--- src/rtl/sq_window_fetcher.sv ---
// sq_window_fetcher
//   Read-side client of the squared-integral-image cache. A start request
//   walks a WIN_ROWS x WIN_BLKS window of blocks (block-major within a row).
//   It issues one cache read per cycle and absorbs the 1-cycle read latency.
//   Each block is emitted as a valid/ready beat.
//   Beat storage is an output register (the FIFO head) backed by a 2-entry
//   skid FIFO. Issue is throttled so that every read already in the pipe
//   always has a slot, even if the consumer stalls at any moment.
//
// Optional feature macro: SQ_FETCH_SUM_EN
//   When defined, adds o_out_sum, the unsigned sum of the WORDS words of each
//   block. The sum is computed at push time and travels with the beat.
//
// Ports
//   i_clk, i_reset            clock, synchronous active-high reset
//   i_start                   begin a window fetch (sampled only in IDLE)
//   i_win_y, i_win_xblk       first row / first block of the window
//   o_busy, o_done            fetch in progress / one-cycle completion pulse
//   o_raddrY, o_raddrXBlock   cache read address (registered)
//   i_rq                      cache read data, valid one cycle after address
//   o_out_valid, i_out_ready  output beat handshake
//   o_out_data, o_out_row, o_out_blk, o_out_last   beat payload and tags
//   o_out_sum                 block word sum (SQ_FETCH_SUM_EN only)
module sq_window_fetcher #(
  parameter int WORD_SIZE = 32,
  parameter int WORDS     = 8,
  parameter int ROWS      = 32,
  parameter int BLOCKS    = 4,
  parameter int Y_WIDTH   = $clog2(ROWS),
  parameter int XB_WIDTH  = $clog2(BLOCKS),
  parameter int WIN_ROWS  = 4,
  parameter int WIN_BLKS  = 2
) (
  input  logic                          i_clk,
  input  logic                          i_reset,
  input  logic                          i_start,
  input  logic [Y_WIDTH-1:0]            i_win_y,
  input  logic [XB_WIDTH-1:0]           i_win_xblk,
  output logic                          o_busy,
  output logic                          o_done,
  output logic [Y_WIDTH-1:0]            o_raddrY,
  output logic [XB_WIDTH-1:0]           o_raddrXBlock,
  input  logic [WORDS*WORD_SIZE-1:0]    i_rq,
  output logic                          o_out_valid,
  input  logic                          i_out_ready,
  output logic [WORDS*WORD_SIZE-1:0]    o_out_data,
  output logic [$clog2(WIN_ROWS):0]     o_out_row,
  output logic [$clog2(WIN_BLKS):0]     o_out_blk,
`ifdef SQ_FETCH_SUM_EN
  output logic [WORD_SIZE+$clog2(WORDS)-1:0] o_out_sum,
`endif
  output logic                          o_out_last
);

  localparam int DW = WORDS * WORD_SIZE;
  localparam int RW = $clog2(WIN_ROWS) + 1;
  localparam int BW = $clog2(WIN_BLKS) + 1;
  localparam int YS = Y_WIDTH + 1;
  localparam int XS = XB_WIDTH + 1;
`ifdef SQ_FETCH_SUM_EN
  localparam int SUM_W = WORD_SIZE + $clog2(WORDS);
`else
  localparam int SUM_W = 0;
`endif
  // Beat entry layout: {sum, last, blk, row, data}
  localparam int EW = DW + RW + BW + 1 + SUM_W;

  typedef enum logic [1:0] {S_IDLE, S_FETCH, S_DRAIN, S_DONE} state_t;

`ifdef SQ_FETCH_SUM_EN
  function automatic logic [SUM_W-1:0] block_sum(input logic [DW-1:0] d);
    logic [SUM_W-1:0] acc;
    acc = '0;
    for (int i = 0; i < WORDS; i++) begin
      acc = acc + SUM_W'(d[i*WORD_SIZE +: WORD_SIZE]);
    end
    return acc;
  endfunction
`else
`endif

  state_t                r_state;
  logic [Y_WIDTH-1:0]    r_win_y;
  logic [XB_WIDTH-1:0]   r_win_xblk;
  logic [RW-1:0]         r_row;
  logic [BW-1:0]         r_blk;
  logic                  r_busy, r_done;
  logic [Y_WIDTH-1:0]    r_raddr_y;
  logic [XB_WIDTH-1:0]   r_raddr_x;
  // Stage a: address on the cache port this cycle. Stage b: its data on i_rq.
  logic                  r_a_valid, r_a_last, r_b_valid, r_b_last;
  logic [RW-1:0]         r_a_row, r_b_row;
  logic [BW-1:0]         r_a_blk, r_b_blk;
  logic                  r_out_valid;
  logic [EW-1:0]         r_out_entry;
  logic [EW-1:0]         r_sk [0:1];
  logic [1:0]            r_sk_cnt;

  logic                  w_pop, w_take, w_first, w_issue, w_is_last, w_drained;
  logic [2:0]            w_occ;
  logic [RW-1:0]         w_cur_row, w_nxt_row;
  logic [BW-1:0]         w_cur_blk, w_nxt_blk;
  logic [Y_WIDTH-1:0]    w_base_y, w_y_next;
  logic [XB_WIDTH-1:0]   w_base_x, w_x_next;
  logic [YS-1:0]         w_y_sum;
  logic [XS-1:0]         w_x_sum;
  logic [EW-1:0]         w_in_entry;

  assign w_pop  = r_out_valid & i_out_ready;
  assign w_take = ~r_out_valid | w_pop;
  // Everything already committed to storage: head, skid entries, both read stages.
  assign w_occ  = 3'(r_out_valid) + 3'(r_sk_cnt) + 3'(r_a_valid) + 3'(r_b_valid) - 3'(w_pop);
  // The accepting start edge issues the first read so its address shows up in cycle 1.
  assign w_first = (r_state == S_IDLE) && i_start;
  assign w_issue = w_first || ((r_state == S_FETCH) && (w_occ < 3'd3));
  assign w_drained = ~r_a_valid & ~r_b_valid & (r_sk_cnt == 2'd0) & w_pop
                     & r_out_entry[DW+RW+BW];

  // Select the coordinates of the read that would issue this cycle and wrap the address.
  always_comb begin
    w_cur_row = r_row;
    w_cur_blk = r_blk;
    w_base_y  = r_win_y;
    w_base_x  = r_win_xblk;
    if (w_first) begin
      w_cur_row = '0;
      w_cur_blk = '0;
      w_base_y  = i_win_y;
      w_base_x  = i_win_xblk;
    end else begin
      w_cur_row = r_row;
      w_cur_blk = r_blk;
    end
    w_is_last = (w_cur_row == RW'(WIN_ROWS - 1)) && (w_cur_blk == BW'(WIN_BLKS - 1));
    if (w_cur_blk == BW'(WIN_BLKS - 1)) begin
      w_nxt_blk = '0;
      w_nxt_row = w_cur_row + RW'(1);
    end else begin
      w_nxt_blk = w_cur_blk + BW'(1);
      w_nxt_row = w_cur_row;
    end
    // Both operands are below the modulus, so one conditional subtract wraps.
    w_y_sum = YS'(w_base_y) + YS'(w_cur_row);
    w_x_sum = XS'(w_base_x) + XS'(w_cur_blk);
    if (w_y_sum >= YS'(ROWS)) begin
      w_y_next = Y_WIDTH'(w_y_sum - YS'(ROWS));
    end else begin
      w_y_next = Y_WIDTH'(w_y_sum);
    end
    if (w_x_sum >= XS'(BLOCKS)) begin
      w_x_next = XB_WIDTH'(w_x_sum - XS'(BLOCKS));
    end else begin
      w_x_next = XB_WIDTH'(w_x_sum);
    end
  end

  // Pack the returning cache data with the tags of the read that produced it.
  always_comb begin
    w_in_entry = '0;
    w_in_entry[DW-1:0]         = i_rq;
    w_in_entry[DW +: RW]       = r_b_row;
    w_in_entry[DW+RW +: BW]    = r_b_blk;
    w_in_entry[DW+RW+BW]       = r_b_last;
`ifdef SQ_FETCH_SUM_EN
    w_in_entry[DW+RW+BW+1 +: SUM_W] = block_sum(i_rq);
`else
`endif
  end

  // Control FSM, window counters, read address and read-latency pipeline.
  always_ff @(posedge i_clk) begin
    if (i_reset) begin
      r_state    <= S_IDLE;
      r_win_y    <= '0;
      r_win_xblk <= '0;
      r_row      <= '0;
      r_blk      <= '0;
      r_busy     <= 1'b0;
      r_done     <= 1'b0;
      r_raddr_y  <= '0;
      r_raddr_x  <= '0;
      r_a_valid  <= 1'b0;
      r_a_row    <= '0;
      r_a_blk    <= '0;
      r_a_last   <= 1'b0;
      r_b_valid  <= 1'b0;
      r_b_row    <= '0;
      r_b_blk    <= '0;
      r_b_last   <= 1'b0;
    end else begin
      r_done    <= 1'b0;
      r_a_valid <= w_issue;
      r_a_row   <= w_cur_row;
      r_a_blk   <= w_cur_blk;
      r_a_last  <= w_is_last;
      r_b_valid <= r_a_valid;
      r_b_row   <= r_a_row;
      r_b_blk   <= r_a_blk;
      r_b_last  <= r_a_last;
      if (w_issue) begin
        r_raddr_y <= w_y_next;
        r_raddr_x <= w_x_next;
        r_row     <= w_nxt_row;
        r_blk     <= w_nxt_blk;
      end
      case (r_state)
        S_IDLE: begin
          if (i_start) begin
            r_win_y    <= i_win_y;
            r_win_xblk <= i_win_xblk;
            r_busy     <= 1'b1;
            r_state    <= w_is_last ? S_DRAIN : S_FETCH;
          end
        end
        S_FETCH: begin
          if (w_issue && w_is_last) begin
            r_state <= S_DRAIN;
          end
        end
        S_DRAIN: begin
          if (w_drained) begin
            r_state <= S_DONE;
            r_busy  <= 1'b0;
            r_done  <= 1'b1;
          end
        end
        S_DONE: begin
          r_state <= S_IDLE;
        end
        default: begin
          r_state <= S_IDLE;
        end
      endcase
    end
  end

  // Output head register plus 2-entry skid FIFO; the head refills from the
  // skid first, otherwise straight from the returning read.
  always_ff @(posedge i_clk) begin
    if (i_reset) begin
      r_out_valid <= 1'b0;
      r_out_entry <= '0;
      r_sk[0]     <= '0;
      r_sk[1]     <= '0;
      r_sk_cnt    <= 2'd0;
    end else if (w_take) begin
      if (r_sk_cnt != 2'd0) begin
        r_out_valid <= 1'b1;
        r_out_entry <= r_sk[0];
        r_sk[0]     <= r_sk[1];
        if (r_b_valid) begin
          if (r_sk_cnt == 2'd1) begin
            r_sk[0] <= w_in_entry;
          end else begin
            r_sk[1] <= w_in_entry;
          end
        end
        r_sk_cnt <= r_sk_cnt - 2'd1 + 2'(r_b_valid);
      end else if (r_b_valid) begin
        r_out_valid <= 1'b1;
        r_out_entry <= w_in_entry;
      end else begin
        r_out_valid <= 1'b0;
      end
    end else if (r_b_valid) begin
      if (r_sk_cnt == 2'd0) begin
        r_sk[0] <= w_in_entry;
      end else begin
        r_sk[1] <= w_in_entry;
      end
      r_sk_cnt <= r_sk_cnt + 2'd1;
    end
  end

  assign o_busy        = r_busy;
  assign o_done        = r_done;
  assign o_raddrY      = r_raddr_y;
  assign o_raddrXBlock = r_raddr_x;
  assign o_out_valid   = r_out_valid;
  assign o_out_data    = r_out_entry[DW-1:0];
  assign o_out_row     = r_out_entry[DW +: RW];
  assign o_out_blk     = r_out_entry[DW+RW +: BW];
  assign o_out_last    = r_out_entry[DW+RW+BW];
`ifdef SQ_FETCH_SUM_EN
  assign o_out_sum     = r_out_entry[DW+RW+BW+1 +: SUM_W];
`else
`endif

endmodule

--- config.mk ---
export PLATFORM = sky130hd
export DESIGN_NAME = sq_window_fetcher
export DESIGN_NICKNAME = d
export VERILOG_FILES = /design/src/rtl/sq_window_fetcher.sv
export SDC_FILE = /design/constraint.sdc
export NUM_CORES = 1
export LEC_CHECK = 0
export BUFFER_PORTS_ARGS = -buffer_cell sky130_fd_sc_hd__buf_2
export CORE_UTILIZATION = 50
export DETAILED_ROUTE_END_ITERATION = 10
export PLACE_DENSITY = 0.77
export SYNTH_ARGS = -nofsm -noshare
export SYNTH_HDL_FRONTEND = slang
export SYNTH_SLANG_ARGS = --single-unit
--- constraint.sdc ---
create_clock -name i_clk -period 16.2 [get_ports i_clk]
set_input_delay 0.81 -clock i_clk [delete_from_list [all_inputs] [get_ports i_clk]]
set_output_delay 0.81 -clock i_clk [all_outputs]
set_load 0.01 [all_outputs]
# Word-level counts from Yosys, hierarchy flattened
# Memories as Yosys holds them, arrays and structs flattened.
# Cells that the tools add are included.
[classes]
n_addsub = 13
order_cmp = 3
eq_ne = 10
mux = 57
bitwise_logic = 15
n_reduce_logical = 17
[op_table]
columns = ["op", "n"]
rows = [
  ["262-bit two-way mux", 7],
  ["1-bit two-way mux", 33],
  ["2-bit two-way mux", 11],
  ["5-bit two-way mux", 2],
  ["2-bit one-hot mux with 4 select lines", 1],
  ["2-bit nonzero test", 4],
  ["3-bit by 1-bit adder with 3-bit output", 2],
  ["5-bit by 3-bit adder with 6-bit output", 1],
  ["2-bit by 1-bit == test with 1-bit output, second input constant", 3],
  ["6-bit greater-or-equal comparator, second input constant", 1],
  ["3-bit two-way mux", 2],
  ["1-bit bitwise OR", 6],
  ["2-bit AND reduction", 3],
  ["3-bit AND reduction", 2],
  ["1-bit AND", 5],
  ["5-bit by 1-bit subtractor with 5-bit output, second input constant", 1],
  ["2-bit by 1-bit adder with 2-bit output, second input constant", 2],
  ["2-bit == test, second input constant", 2],
  ["1-bit logical AND", 4],
  ["2-bit zero test", 2],
  ["2-bit by 1-bit inequality test with 1-bit output, second input constant", 2],
  ["2-bit inequality test, second input constant", 2],
  ["1-bit NOT", 4],
  ["2-bit by 1-bit subtractor with 2-bit output, second input constant", 2],
  ["other kinds (11)", 11],
]
[totals]
reg_bits = 302
ram_bits = 524
inputBits = 267
wordCells = 136
n_memories = 1
[mem_list]
columns = ["name", "depth", "width", "read_ports", "rd_ports_with_merged_regs", "wr", "line_no", "text"]
rows = [
  ["r_sk", 2, 262, 2, 0, 2, "96", "logic [EW-1:0] r_sk [0:1];"],
]

# Depth between registers and ports, before layout
[logic_depth]
depth_word = 10
depth_mapped = 13

# Worst setup path after synthesis
# No wires, ideal clock.
[synth_timing]
path_kind = "reg2reg"
from = "reg r_sk_cnt[0]"
to = "mem r_sk[0][0] in the netlist's numbering, enable pin"
setup_ns = 0.624
arrival_time_ns = 6.527
required_time_ns = 15.576
setup_slack_ns = 9.049
path_stages_with_launch = 7
path_cell_list = "dfxtp_1 > inv_1 > ha_1 > buf_2 > buf_2 > buf_2 > a211o_1"
[synth_lines]
columns = ["element", "line_no", "text"]
rows = [
  ["start: declaration", "97", "logic [1:0] r_sk_cnt;"],
  ["start signal: assignment", "258", "r_sk_cnt <= r_sk_cnt - 2'd1 + 2'(r_b_valid);"],
  ["start signal: assignment", "271", "r_sk_cnt <= r_sk_cnt + 2'd1;"],
  ["end: declaration", "96", ""],
]

==> flow_summary.toml <==
[cts]
clk_path_buf_depth = 3
clockRootBuffer = "clkbuf_16"
post-cts-setup-buffers = 0
cts_buffers = 87
post_cts_resized = 0
htreeDepth = 3
cts_sinks = 826
clk_pin_slew_ns = 0.06
hold_buffers = 0
clk_latency_ns = 0.63
cts_tree = "built"

[cells_and_area]
nNetsFinal = 3764
fin_cells = 4511
drive_gt1_share_pct = 28.1
syn_to_final_growth_pct = 16.1

[timing]
finalCriticalPeriod_ns = 5.13
relSlewSlack_pct = 19.7
final_max_slew_viol_count = 0
rsz0062_at_grt = "no"
finalCritPeriodShare_pct = 31.7
setup_tns_ns = 0
worst_slew_pin_slew_ns = 1.21
hold_violations = 0
skew_ns = 0.0228
fmax_mhz = 195
setup_viol = 0

[floorplanning]
num_rows = 97
io-pin-count = 539
core_area_sq_mm = 0.0703
dieArea_sq_mm = 0.0723
dieWidth_microns = 269
die_h_microns = 269
start_util_pct = 50.7

[flow_run]
max_cap_viol_count = 0

[pwr]
ir_drop_mv = 0.154
finalPower_uw = 7600
p_leak_uw = 0.0172
p_per_area_mw_per_mm2 = 184

[setup_path]
cp.required_ns = 16.53
crit_arrival_ns = 5.46
critical_path_class = "reg -> reg"
cpPeakStageDelay_ns = 0.87
cp.depth = 9
path_cells = "inv_1, ha_4, nor2_2, nor2_2, or2_4, buf_4, buf_4, buf_4, a21oi_2"
crit_slowest_cell = "buf_4"
crit_path_frequent_cell = "buf_4"
start_kind = "register"
path_buf_inv = 4
cp_top_family = "buffers and inverters"
cp-end-kind = "register"
r2r_cells = 9
path_max_fanout = 79

[synthesis]
synth_fp_nets = 3347
yosysMostFrequentCell = "edfxtp_1"
synth_enable_flop_cells = 524
ys_ff_latch = 826
yosysTopAreaCellShare_pct = 44.2
synthFlopType = "edfxtp_1"
ys_types = 45
synthArstFlopShare_pct = 0
yosysTopAreaCell = "edfxtp_1"
synthTopCellsByArea = "edfxtp_1 44%, dfxtp_1 17%, mux2i_1 7.6%"
ys_top_cells_by_count = "524 x edfxtp_1, 449 x nand2_1, 302 x dfxtp_1"
ys_seq_area_share_pct = 61.2
syn_inst = 3061
yosysWarnings = 0
syn_avg_cell_area_sq_um = 11.6
synth_area_sq_mm = 0.0356

[routing]
via_count = 24656
ant_nets = 0
wirelength_microns = 88500
vias_per_cell = 5.47
dr.pass1.iters = 7
drc = 0
wl_per_cell_microns = 19.6
drtIter0Drc = 1987

[place]
dp.final_hpwl_microns = 52600
place.gp.congestion = 0.807
dp_cells = 4329
numPortBuffers = 538

[global_routing]
grt_overflow_total = 0
grt_first_pass_wirelength_microns = 134000
grt_pass1_vias = 23315
grt_max_degree = 159
antenna_found_initial = 28
grt.total_usage_pct = 23.7

[hold_path]
min_path_cells = 1
hp-class = "reg -> reg"

[outcome]
status = "complete, no violations"
==> sequential cells by signal, indices dropped and copies added, names as in the netlist <==
signal	count
r_win_y	5
r_sk	524
r_b_last	1
r_win_xblk	2
r_b_blk	2
o_done	1
r_blk	2
o_busy	1
r_a_row	3
r_row	3
o_raddrY	5
r_a_valid	1
r_b_valid	1
o_raddrXBlock	2
r_a_blk	2
r_a_last	1
r_out_entry	262
r_b_row	3
r_sk_cnt	2
r_state	2
o_out_valid	1
==> cells in the final DEF (no fill, tap or decap), drive strengths merged, types with 19 or more instances in the layout <==
cell type  count
dfxtp        302
edfxtp       524
a211oi       265
and2         265
nor2         284
nand2        549
a21oi        279
buf          567
inv           19
diode         21
clkinv        27
clkbuf       119
mux2i        269
==> cell type report <==
type	count	area [sq um]
Clock buffer	119	2470
Fill cell	5685	28900
Timing Repair Buffer	567	2950
Tap cell	940	1180
Clock inverter	42	368
Multi-Input combinational cell	1983	12500
Inverter	13	48.8
Antenna cell	21	52.6
Sequential cell	826	21800
==> per-stage QoR <==
step / utilization (%) / hold slack [ns] / worst slack (ns) / cell area (sq um)
floorplan: - / 0.414 / 9.05 / 35600
global placement: 54.7 / 0.422 / 11.09 / 38400
detailed placement: 54.7 / 0.426 / 11.06 / 38400
CTS: 58.8 / 0.404 / 11.07 / 41300
global route: 58.8 / 0.431 / 10.81 / 41300
finish: 58.8 / 0.435 / 11.07 / 41300
==> power by group <==
| group | switching (uW) | internal [uW] | total, uW |
|---|---|---|---|
| registers | 252 | 2980 | 3230 |
| logic | 1520 | 863 | 2390 |
| clock network | 848 | 1140 | 1990 |
| total | 2620 | 4980 | 7600 |
==> kinds of logic (layout without fill, tap and decap cells) <==
| logic type | Yosys count | count (layout) | synth area share [%] |
|---|---|---|---|
| flops | 826 | 826 | 61.2 |
| xor+xnor | 9 | 9 | 0.221 |
| fa+ha+maj | 19 | 19 | 0.731 |
| mux | 270 | 270 | 7.59 |
| other cells | 0 | 21 | 0 |
| compound gates | 560 | 560 | 11.7 |
| buf+inv | 252 | 741 | 3.87 |
| simple gates | 1125 | 1125 | 14.7 |
==> worst register-to-register path: stages (launching register included) <==
cell and delay [ns]:
dfxtp_1 0.32, inv_1 0.17, ha_4 0.62, nor2_2 0.14, nor2_2 0.24, or2_4 0.77
buf_4 0.88, buf_4 0.83, buf_4 0.77, a21oi_2 0.11
==> worst paths after layout <==
check / start / end / slack [ns]
worst max-delay path: r_sk_cnt[0] / r_sk[0][166] / 11.07
worst min-delay path: r_a_row[0] / r_b_row[0] / 0.44
worst max register to register: r_sk_cnt[0] / r_sk[0][166] / 11.07
worst min register to register: r_a_row[0] / r_b_row[0] / 0.44
==> per-layer routing <==
| metal | global-route usage [%] | share of wire (%) | up-vias |
|---|---|---|---|
| met5 | 0 | 0.068 | - |
| met4 | 9.31 | 3.0 | 10 |
| met3 | 4.38 | 7.0 | 163 |
| met2 | 37.4 | 47 | 890 |
| met1 | 32.3 | 43 | 11973 |
| li1 | - | - | 11620 |
Note: power is estimated with default switching activity, not from simulation.
